$ cat config.mk
export PLATFORM = sky130hd
export DESIGN_NAME = sdram_port_arbiter_flat
export DESIGN_NICKNAME = d
export VERILOG_FILES = /design/src/rtl/sdram_arb_pkg.sv /design/src/rtl/sdram_port_arbiter_if.sv /design/src/rtl/sdram_req_latch.sv /design/src/rtl/sdram_port_arbiter.sv /design/src/flat_wrapper.sv
export SDC_FILE = /design/constraint.sdc
export NUM_CORES = 1
export LEC_CHECK = 0
export CAP_MARGIN = 0
export CORE_MARGIN = 2
export CORE_UTILIZATION = 51
export DETAILED_ROUTE_END_ITERATION = 7
export PLACE_DENSITY = 0.88
export SLEW_MARGIN = 30
export SYNTH_ARGS = -nofsm -noshare
export SYNTH_HDL_FRONTEND = slang
export SYNTH_SLANG_ARGS = --single-unit
$ cat constraint.sdc
create_clock -name clk -period 3.5 [get_ports clk]
set_input_delay 0.7 -clock clk [delete_from_list [all_inputs] [get_ports clk]]
set_output_delay 0.7 -clock clk [all_outputs]
set_load 0.005 [all_outputs]
$ cat src/rtl/sdram_arb_pkg.sv
// Shared types and constants for the SDRAM port arbiter: FSM states, the latched
// per-channel request record and the channel-selection helper.
package sdram_arb_pkg;

  localparam int unsigned ADDR_W = 25;
  localparam int unsigned DATA_W = 8;
  localparam int unsigned NUM_CH = 2;

  typedef enum logic [1:0] {
    IDLE,
    ISSUE,
    WAIT
  } state_t;

  typedef struct packed {
    logic [ADDR_W-1:0] addr;
    logic [DATA_W-1:0] din;
    logic              we;
  } req_t;

  // Both pending: honour the round-robin pointer; otherwise take the only one pending.
  function automatic logic pick_ch(input logic [NUM_CH-1:0] pend, input logic rr_ptr);
    return (pend[0] && pend[1]) ? rr_ptr : pend[1];
  endfunction

endpackage

$ cat src/rtl/sdram_port_arbiter_if.sv
// Bundle of the two per-slot request channels and the single SDRAM controller port.
// Channel index 0 is slot B, index 1 is slot A.
interface sdram_port_arbiter_if;
  import sdram_arb_pkg::*;

  logic [ADDR_W-1:0] ch_addr  [NUM_CH];
  logic [DATA_W-1:0] ch_din   [NUM_CH];
  logic              ch_we    [NUM_CH];
  logic              ch_rd    [NUM_CH];
  logic [DATA_W-1:0] ch_dout  [NUM_CH];
  logic              ch_ready [NUM_CH];

  logic [ADDR_W-1:0] mem_addr;
  logic [DATA_W-1:0] mem_din;
  logic              mem_we;
  logic              mem_req;
  logic [DATA_W-1:0] mem_dout;
  logic              mem_ack;

  // Requesters plus controller, seen from outside the arbiter.
  modport master (
    output ch_addr, ch_din, ch_we, ch_rd, mem_dout, mem_ack,
    input  ch_dout, ch_ready, mem_addr, mem_din, mem_we, mem_req
  );

  modport slave (
    input  ch_addr, ch_din, ch_we, ch_rd, mem_dout, mem_ack,
    output ch_dout, ch_ready, mem_addr, mem_din, mem_we, mem_req
  );

endinterface

$ cat src/rtl/sdram_req_latch.sv
// Per-channel request capture: edge-detects rd/we levels, holds one pending request
// and its latched address/data/direction until the arbiter reports completion.
module sdram_req_latch
  import sdram_arb_pkg::*;
(
  input  logic              clk,
  input  logic              reset,
  input  logic [ADDR_W-1:0] i_addr,
  input  logic [DATA_W-1:0] i_din,
  input  logic              i_we,
  input  logic              i_rd,
  input  logic              i_grant,
  input  logic              i_complete,
  output logic              o_pending,
  output req_t              o_req,
  output logic              o_ready
);

  logic r_we_prev;
  logic r_rd_prev;
  logic r_pending;
  logic r_in_flight;
  req_t r_req;

  logic w_we_edge;
  logic w_rd_edge;
  logic w_capture;

  assign w_we_edge = i_we & ~r_we_prev;
  assign w_rd_edge = i_rd & ~r_rd_prev;
  // Edges arriving while a request is pending or in flight are dropped outright.
  assign w_capture = (w_we_edge | w_rd_edge) & ~r_pending;

  always_ff @(posedge clk) begin
    if (reset) begin
      r_we_prev   <= 1'b0;
      r_rd_prev   <= 1'b0;
      r_pending   <= 1'b0;
      r_in_flight <= 1'b0;
      r_req       <= '0;
    end else begin
      r_we_prev <= i_we;
      r_rd_prev <= i_rd;

      if (i_complete) begin
        r_pending <= 1'b0;
      end else if (w_capture) begin
        r_pending <= 1'b1;
      end

      if (i_grant) begin
        r_in_flight <= 1'b1;
      end else if (i_complete) begin
        r_in_flight <= 1'b0;
      end

      if (w_capture) begin
        r_req.addr <= i_addr;
        r_req.din  <= i_din;
        r_req.we   <= w_we_edge;
      end
    end
  end

  assign o_pending = r_pending & ~r_in_flight;
  assign o_req     = r_req;
  assign o_ready   = ~r_pending;

endmodule

$ cat src/rtl/sdram_port_arbiter.sv
// Round-robin arbiter serialising two request channels onto one SDRAM controller port,
// one outstanding transaction at a time; returns per-channel read data and ready.
module sdram_port_arbiter
  import sdram_arb_pkg::*;
(
  input logic                 clk,
  input logic                 reset,
  sdram_port_arbiter_if.slave bus
);

  state_t r_state;
  state_t w_state_next;
  logic   r_sel;
  logic   w_sel_next;
  logic   r_rr_ptr;

  logic [NUM_CH-1:0] w_pending;
  logic [NUM_CH-1:0] w_ready;
  logic [NUM_CH-1:0] w_grant;
  logic [NUM_CH-1:0] w_complete;
  req_t              w_req [NUM_CH];

  logic [ADDR_W-1:0] r_mem_addr;
  logic [DATA_W-1:0] r_mem_din;
  logic              r_mem_we;
  logic              r_mem_req;
  logic [DATA_W-1:0] r_dout [NUM_CH];

  for (genvar g = 0; g < NUM_CH; g++) begin : g_ch
    sdram_req_latch u_latch (
      .clk        (clk),
      .reset      (reset),
      .i_addr     (bus.ch_addr[g]),
      .i_din      (bus.ch_din[g]),
      .i_we       (bus.ch_we[g]),
      .i_rd       (bus.ch_rd[g]),
      .i_grant    (w_grant[g]),
      .i_complete (w_complete[g]),
      .o_pending  (w_pending[g]),
      .o_req      (w_req[g]),
      .o_ready    (w_ready[g])
    );

    assign bus.ch_dout[g]  = r_dout[g];
    assign bus.ch_ready[g] = w_ready[g];
  end

  always_comb begin
    w_state_next = r_state;
    w_sel_next   = r_sel;
    w_grant      = '0;
    w_complete   = '0;
    unique case (r_state)
      IDLE: begin
        if (|w_pending) begin
          w_sel_next          = pick_ch(w_pending, r_rr_ptr);
          w_grant[w_sel_next] = 1'b1;
          w_state_next        = ISSUE;
        end
      end
      ISSUE: w_state_next = WAIT;
      WAIT: begin
        // Acks seen in IDLE or ISSUE (e.g. stale after reset) never reach here.
        if (bus.mem_ack) begin
          w_complete[r_sel] = 1'b1;
          w_state_next      = IDLE;
        end
      end
      default: w_state_next = IDLE;
    endcase
  end

  always_ff @(posedge clk) begin
    if (reset) begin
      r_state    <= IDLE;
      r_sel      <= 1'b0;
      r_rr_ptr   <= 1'b0;
      r_mem_req  <= 1'b0;
      r_mem_we   <= 1'b0;
      r_mem_addr <= '0;
      r_mem_din  <= '0;
      for (int i = 0; i < NUM_CH; i++) begin
        r_dout[i] <= '0;
      end
    end else begin
      r_state   <= w_state_next;
      r_sel     <= w_sel_next;
      r_mem_req <= |w_grant;

      // Controller-side fields are loaded once at grant and held through WAIT.
      if (|w_grant) begin
        r_mem_addr <= w_req[w_sel_next].addr;
        r_mem_din  <= w_req[w_sel_next].din;
        r_mem_we   <= w_req[w_sel_next].we;
      end

      if (|w_complete) begin
        r_rr_ptr <= ~r_sel;
        if (!w_req[r_sel].we) begin
          r_dout[r_sel] <= bus.mem_dout;
        end
      end
    end
  end

  assign bus.mem_addr = r_mem_addr;
  assign bus.mem_din  = r_mem_din;
  assign bus.mem_we   = r_mem_we;
  assign bus.mem_req  = r_mem_req;

endmodule

$ cat src/flat_wrapper.sv
// flat-port wrapper written by rule: the top's interface ports become plain ports
module sdram_port_arbiter_flat import sdram_arb_pkg::*;
  (clk, reset, bus_ch_addr, bus_ch_din, bus_ch_we, bus_ch_rd, bus_mem_dout, bus_mem_ack, bus_ch_dout, bus_ch_ready, bus_mem_addr, bus_mem_din, bus_mem_we, bus_mem_req);
  sdram_port_arbiter_if bus_i ();
  input logic clk;
  input logic reset;
  input wire logic [$bits(bus_i.ch_addr)-1:0] bus_ch_addr;
  input wire logic [$bits(bus_i.ch_din)-1:0] bus_ch_din;
  input wire logic [$bits(bus_i.ch_we)-1:0] bus_ch_we;
  input wire logic [$bits(bus_i.ch_rd)-1:0] bus_ch_rd;
  input wire logic [$bits(bus_i.mem_dout)-1:0] bus_mem_dout;
  input wire logic [$bits(bus_i.mem_ack)-1:0] bus_mem_ack;
  output wire logic [$bits(bus_i.ch_dout)-1:0] bus_ch_dout;
  output wire logic [$bits(bus_i.ch_ready)-1:0] bus_ch_ready;
  output wire logic [$bits(bus_i.mem_addr)-1:0] bus_mem_addr;
  output wire logic [$bits(bus_i.mem_din)-1:0] bus_mem_din;
  output wire logic [$bits(bus_i.mem_we)-1:0] bus_mem_we;
  output wire logic [$bits(bus_i.mem_req)-1:0] bus_mem_req;
  assign bus_i.ch_addr = {>>{bus_ch_addr}};
  assign bus_i.ch_din = {>>{bus_ch_din}};
  assign bus_i.ch_we = {>>{bus_ch_we}};
  assign bus_i.ch_rd = {>>{bus_ch_rd}};
  assign bus_i.mem_dout = bus_mem_dout;
  assign bus_i.mem_ack = bus_mem_ack;
  assign bus_ch_dout = {>>{bus_i.ch_dout}};
  assign bus_ch_ready = {>>{bus_i.ch_ready}};
  assign bus_mem_addr = bus_i.mem_addr;
  assign bus_mem_din = bus_i.mem_din;
  assign bus_mem_we = bus_i.mem_we;
  assign bus_mem_req = bus_i.mem_req;
  sdram_port_arbiter u_core (.clk(clk), .reset(reset), .bus(bus_i));
endmodule
; After elaboration in Yosys (flattened, before gate mapping)
; Memories as Yosys holds them, arrays and structs flattened.
; Index checks and enable logic that the tools add are counted.
[op_classes]
magnitude_cmp = 6
eq_ne = 4
muxes = 33
bitwise_logic = 21
reduce_logical = 13
[op_table]
columns = op, count
row1 = 34-bit 2-to-1 mux, 3
row2 = 1-bit 2-to-1 mux, 20
row3 = 2-bit 2-to-1 mux, 6
row4 = 2-bit OR reduction, 5
row5 = 1-bit inverter, 9
row6 = 1-bit bitwise AND, 8
row7 = 8-bit 2-to-1 mux, 1
row8 = 8-bit OR reduction, 1
row9 = 2-bit one-hot mux with 3 select lines, 1
row10 = 2-bit greater-or-equal comparator (second input constant), 2
row11 = 1-bit by 2-bit less-than comparator with 1-bit output (second input constant), 2
row12 = 1-bit inverter with 2-bit output, 2
row13 = 2-bit nonzero test, 2
row14 = 1-bit logical AND, 3
row15 = 1-bit demux with 1-bit select, 2
row16 = 2-bit by 1-bit == test with 1-bit output (second input constant), 1
row17 = 2-bit == test (second input constant), 1
row18 = 1-bit greater-or-equal comparator (second input constant), 2
row19 = 2-bit logical NOT, 1
row20 = 2-bit by 1-bit inequality test with 1-bit output (second input constant), 1
row21 = 2-bit inequality test (second input constant), 1
row22 = 1-bit OR, 2
row23 = 2-bit AND reduction, 1
[totals]
register_bits = 115
ramBits = 16
input_bits = 81
out_inout_bits = 53
wordCells = 99
memories = 1
[mem_list]
columns = memory, depth, width, read_ports, rd_ports_with_merged_regs, wr, line_no
row1 = u_core.r_dout, 2, 8, 2, 0, 2, sdram_port_arbiter.sv:27  ; logic [DATA_W-1:0] r_dout [NUM_CH];

; Longest topological paths before layout
[logic_depth]
ltp_word = 12
ltp_mapped = 6
mapped_depth_nobuf = 4

; Hierarchy
; A second synthesis with hierarchy kept.
[unflattened]
hier_cells = 575
area_unflattened_um2 = 5866.9
[modules_own_cells]
columns = module, instances, cells_each, area_each_um2, seq_area_each_um2
row1 = sdram_req_latch, 2, 161, 1679.1, 760.7
row2 = sdram_port_arbiter, 1, 253, 2508.7, 1261.2

; Worst setup path before layout
; Ideal clock, no wire load.
[synth_timing]
kind = input port to flip-flop
startpoint = input reset
endpoint = memory u_core.r_dout[0][0], enable pin
setup_ns = 0.310
t_arrival_ns = 1.719
required_time_ns = 3.190
slack_ns = 1.471
cell_stages = 3
n_path_buf = 1
path_cell_list = clkbuf_1 -> nor4_1 -> or2_2
[synth_rtl]
columns = item, line_no
row1 = "start, declared", flat_wrapper.sv:6  ; input logic reset;
row2 = "end, declared", sdram_port_arbiter.sv:27

; Final worst setup path
[layout_timing]
startpoint = register u_core.g_ch[1].u_latch.r_pending
endpoint = output bus_ch_ready[0]
[layout_between]
elab_chain_len = 1
[layout_lines]
columns = item, line_no
row1 = "start, declared", sdram_req_latch.sv:21  ; logic r_pending;
row2 = "start signal, assigned", sdram_req_latch.sv:38  ; r_pending <= 1'b0;
row3 = "start signal, assigned", sdram_req_latch.sv:46  ; r_pending <= 1'b0;
row4 = "start signal, assigned", sdram_req_latch.sv:48  ; r_pending <= 1'b1;
row5 = 1-bit inverter, sdram_req_latch.sv:67  ; assign o_ready = ~r_pending;
row6 = "end, declared", flat_wrapper.sv:14  ; output wire logic [$bits(bus_i.ch_ready)-1:0] bus_ch_ready;
; Every way passes these cells.

==> reports/qor.json <==
{
  "status": {
    "status": "finished clean"
  },
  "worst_hold_path": {
    "holdCritPathClass": "flop to flop",
    "timing.hold.worst_path_depth": 2
  },
  "detailed_routing": {
    "drt_first_pass_iters": 5,
    "drt.antenna.violating_nets": 0,
    "detailed_router_s_first_iteration_violation_count": 270,
    "post_drt_wl_per_cell_um": 17.8,
    "detail_route.vias_per_cell": 5.67,
    "detail_route.drc_violations": 0,
    "routed-via-count": 4443,
    "detail_route.wirelength_um": 13900
  },
  "clock_network": {
    "postCtsHoldBufs": 0,
    "latest_clock_arrival_within_the_worst_skew_pair_ps": 520,
    "cts_resized": 0,
    "clock_tree.root_cell": "sky130_fd_sc_hd__clkbuf_8",
    "cts_num_sinks": 131,
    "cts_buffer_depth": 2,
    "h-tree-depth": 4,
    "cts.clk_slew.worst_paths_ps": 60,
    "post_cts_buffers": 0,
    "number_of_buffers_inserted_during_clock_tree_synthesis": 17,
    "tritoncts": "done"
  },
  "final_layout": {
    "commonest_non_fill_non_tap_cells_in_the_layout": "134 x sky130_fd_sc_hd__nand2_1, 132 x sky130_fd_sc_hd__clkdlybuf4s50_1, 115 x sky130_fd_sc_hd__dfxtp_1",
    "regArea_sq_mm": 0.00278,
    "drive_gt1_frac": 0.0729,
    "nets": 740,
    "area_delta_synth_final_pct": 43.9,
    "multi_input_comb_area_sq_mm": 0.00179,
    "final-instance-count-excl-fill": 783,
    "final_cell_area_sq_mm": 0.00682,
    "antenna-diode-count": 0,
    "fillerInstances": 607,
    "layout_commonest_cell": "sky130_fd_sc_hd__nand2_1"
  },
  "die": {
    "std_cell_rows": 35,
    "core_area_sq_mm": 0.00911,
    "num_io_pins": 134,
    "die_height_um": 100,
    "die-width_um": 100,
    "design.die.area_sq_mm": 0.0101,
    "initial_utilization": 0.520
  },
  "timing": {
    "timing.final.max_slew_violations": 0,
    "finalSetupViolCount": 0,
    "finalHoldViolations": 0,
    "fin_crit_ps": 2240,
    "max_freq_mhz": 446,
    "setup_tns_ps": 0,
    "post-route-worst-setup-slack_ps": 1260,
    "worst_skew_ps": 8.08,
    "worstMarginPinSlew_ps": 951,
    "grt_setup_unrepaired": "false",
    "fin_crit_sh": 0.640,
    "slew_headroom": 0.365
  },
  "worst_setup_path": {
    "cp.buffers_inverters": 2,
    "slowest_stage": "sky130_fd_sc_hd__dfxtp_1",
    "cp-start-kind": "flop",
    "required_ps": 2800,
    "crit_family": "buffers and inverters",
    "worstPathCellList": "inv_1 -> clkdlybuf4s50_1",
    "critical_path_depth": 2,
    "worst_ep_arrival_time_ps": 1540,
    "cpPeakStageDelay_ps": 480,
    "r2r_cells": 5,
    "crit_path_end_kind": "output port",
    "timing_worst_setup_path_type": "flop to output port",
    "critPathMaxFanout": 6
  },
  "place": {
    "gp_congestion": 0.759,
    "numPlacedInstances": 750,
    "post-place-ws_ps": 834,
    "dp_hpwl_um": 8350,
    "port_buffers": 133,
    "placedInstanceArea_sq_mm": 0.00612
  },
  "logic_synthesis": {
    "synthCells": 538,
    "post-synth-top-area-fraction": 0.486,
    "synth_seq_cells": 131,
    "yosysUniqueCellTypes": 30,
    "synth.cell_area_sq_mm": 0.00474,
    "synthTopCellsByArea": "sky130_fd_sc_hd__dfxtp_1 49%, sky130_fd_sc_hd__nand2_1 11%, sky130_fd_sc_hd__edfxtp_1 10%",
    "synth_enable_flop_cells": 16,
    "ys.flop_type": "sky130_fd_sc_hd__dfxtp_1",
    "ys.warnings.count": 0,
    "yosysSeqAreaShare": 0.588,
    "synth_area_per_cell_sq_um": 8.80,
    "post-synth-top-area-cell": "sky130_fd_sc_hd__dfxtp_1",
    "postSynth.asyncResetShare": 0,
    "synth_fp_nets": 619
  },
  "run": {
    "max-cap-violations": 0
  },
  "power_and_ir_drop": {
    "power.ir.vdd_worst_v": 0.000349,
    "design_power_total_mw": 4.51,
    "p_leak_nw": 2.63,
    "power_per_cell_area_mw_per_mm2": 662
  },
  "grt": {
    "grt_max_degree": 75,
    "grtUsageTotal": 0.268,
    "antenna_found_initial": 0,
    "grt_overflow": 0,
    "first_global_vias": 4380,
    "wire_length_of_the_first_global_routing_pass_um": 20900
  }
}
-- registers in the layout, summed over array words and instances, names as in the netlist, 8 cells and up --
| register | cells |
|---|---|
| u_core.bus.mem_din | 8 |
| u_core.g_ch.u_latch.o_req | 68 |
| u_core.bus.mem_addr | 25 |
| u_core.r_dout | 16 |
-- cell families after synthesis --
kind of cell | Yosys count | synth area share
AND/OR/NAND/NOR | 249 | 0.231
buffers and inverters | 41 | 0.0407
multiplexers | 1 | 0.00211
AO/OA/AOI/OAI | 116 | 0.139
flip-flops | 131 | 0.588
-- per-layer routing --
layer | GRT usage | vias up | part of all wire
met5 | 0 | - | 0
met4 | 0.115 | 0 | 0.026
met3 | 0.0613 | 37 | 0.077
met2 | 0.481 | 256 | 0.51
met1 | 0.306 | 2096 | 0.38
li1 | - | 2054 | -
-- path summary, 6_finish.rpt --
kind,start,to,slack (ps)
worst max-delay path,u_core.g_ch[1].u_latch.r_pending,bus_ch_ready[0],1260
worst max register to register,u_core.g_ch[1].u_latch.r_pending,u_core.bus.mem_addr[13],1280
worst min-delay path,u_core.g_ch[0].u_latch.o_req[30],u_core.g_ch[0].u_latch.o_req[30],450
worst min register to register,u_core.g_ch[0].u_latch.o_req[30],u_core.g_ch[0].u_latch.o_req[30],450
-- cells in the mapped netlist, types with 6 or more instances --
cell type                    n
sky130_fd_sc_hd__clkbuf_1   23
sky130_fd_sc_hd__nand2b_1    7
sky130_fd_sc_hd__and2_1     17
sky130_fd_sc_hd__dfxtp_1   115
sky130_fd_sc_hd__nor2b_1     6
sky130_fd_sc_hd__nor3_1     34
sky130_fd_sc_hd__edfxtp_1   16
sky130_fd_sc_hd__buf_2       7
sky130_fd_sc_hd__nor2_1     42
sky130_fd_sc_hd__nand2_1   134
sky130_fd_sc_hd__o22ai_1    34
sky130_fd_sc_hd__a21oi_1    74
-- power breakdown --
part           internal [mW]  switching, mW
registers               1.67         0.0978
logic                  0.375          0.359
clock network           1.35          0.658
-- worst min-delay path, cell delays in order, from the launching register on --
cell,delay [ps]
sky130_fd_sc_hd__dfxtp_1,310
sky130_fd_sc_hd__nand2_1,50
sky130_fd_sc_hd__a21oi_1,50
-- metrics by stage --
step / hold slack, ps / utilization
finish: 452 / 0.748
global route: 469 / 0.748
CTS: 455 / 0.746
detailed placement: 447 / 0.672
global placement: 442 / 0.669
floorplan: 436 / -
-- cell type report --
cell class | count | area share
inverters | 2 | 0.00110
clock inverters | 12 | 0.0332
repair buffers | 141 | 0.208
multi-input cells | 366 | 0.263
clock buffers | 20 | 0.0661
well taps | 111 | 0.0204
flip-flops and latches | 131 | 0.408
Note: power is estimated with default switching activity, not from simulation.
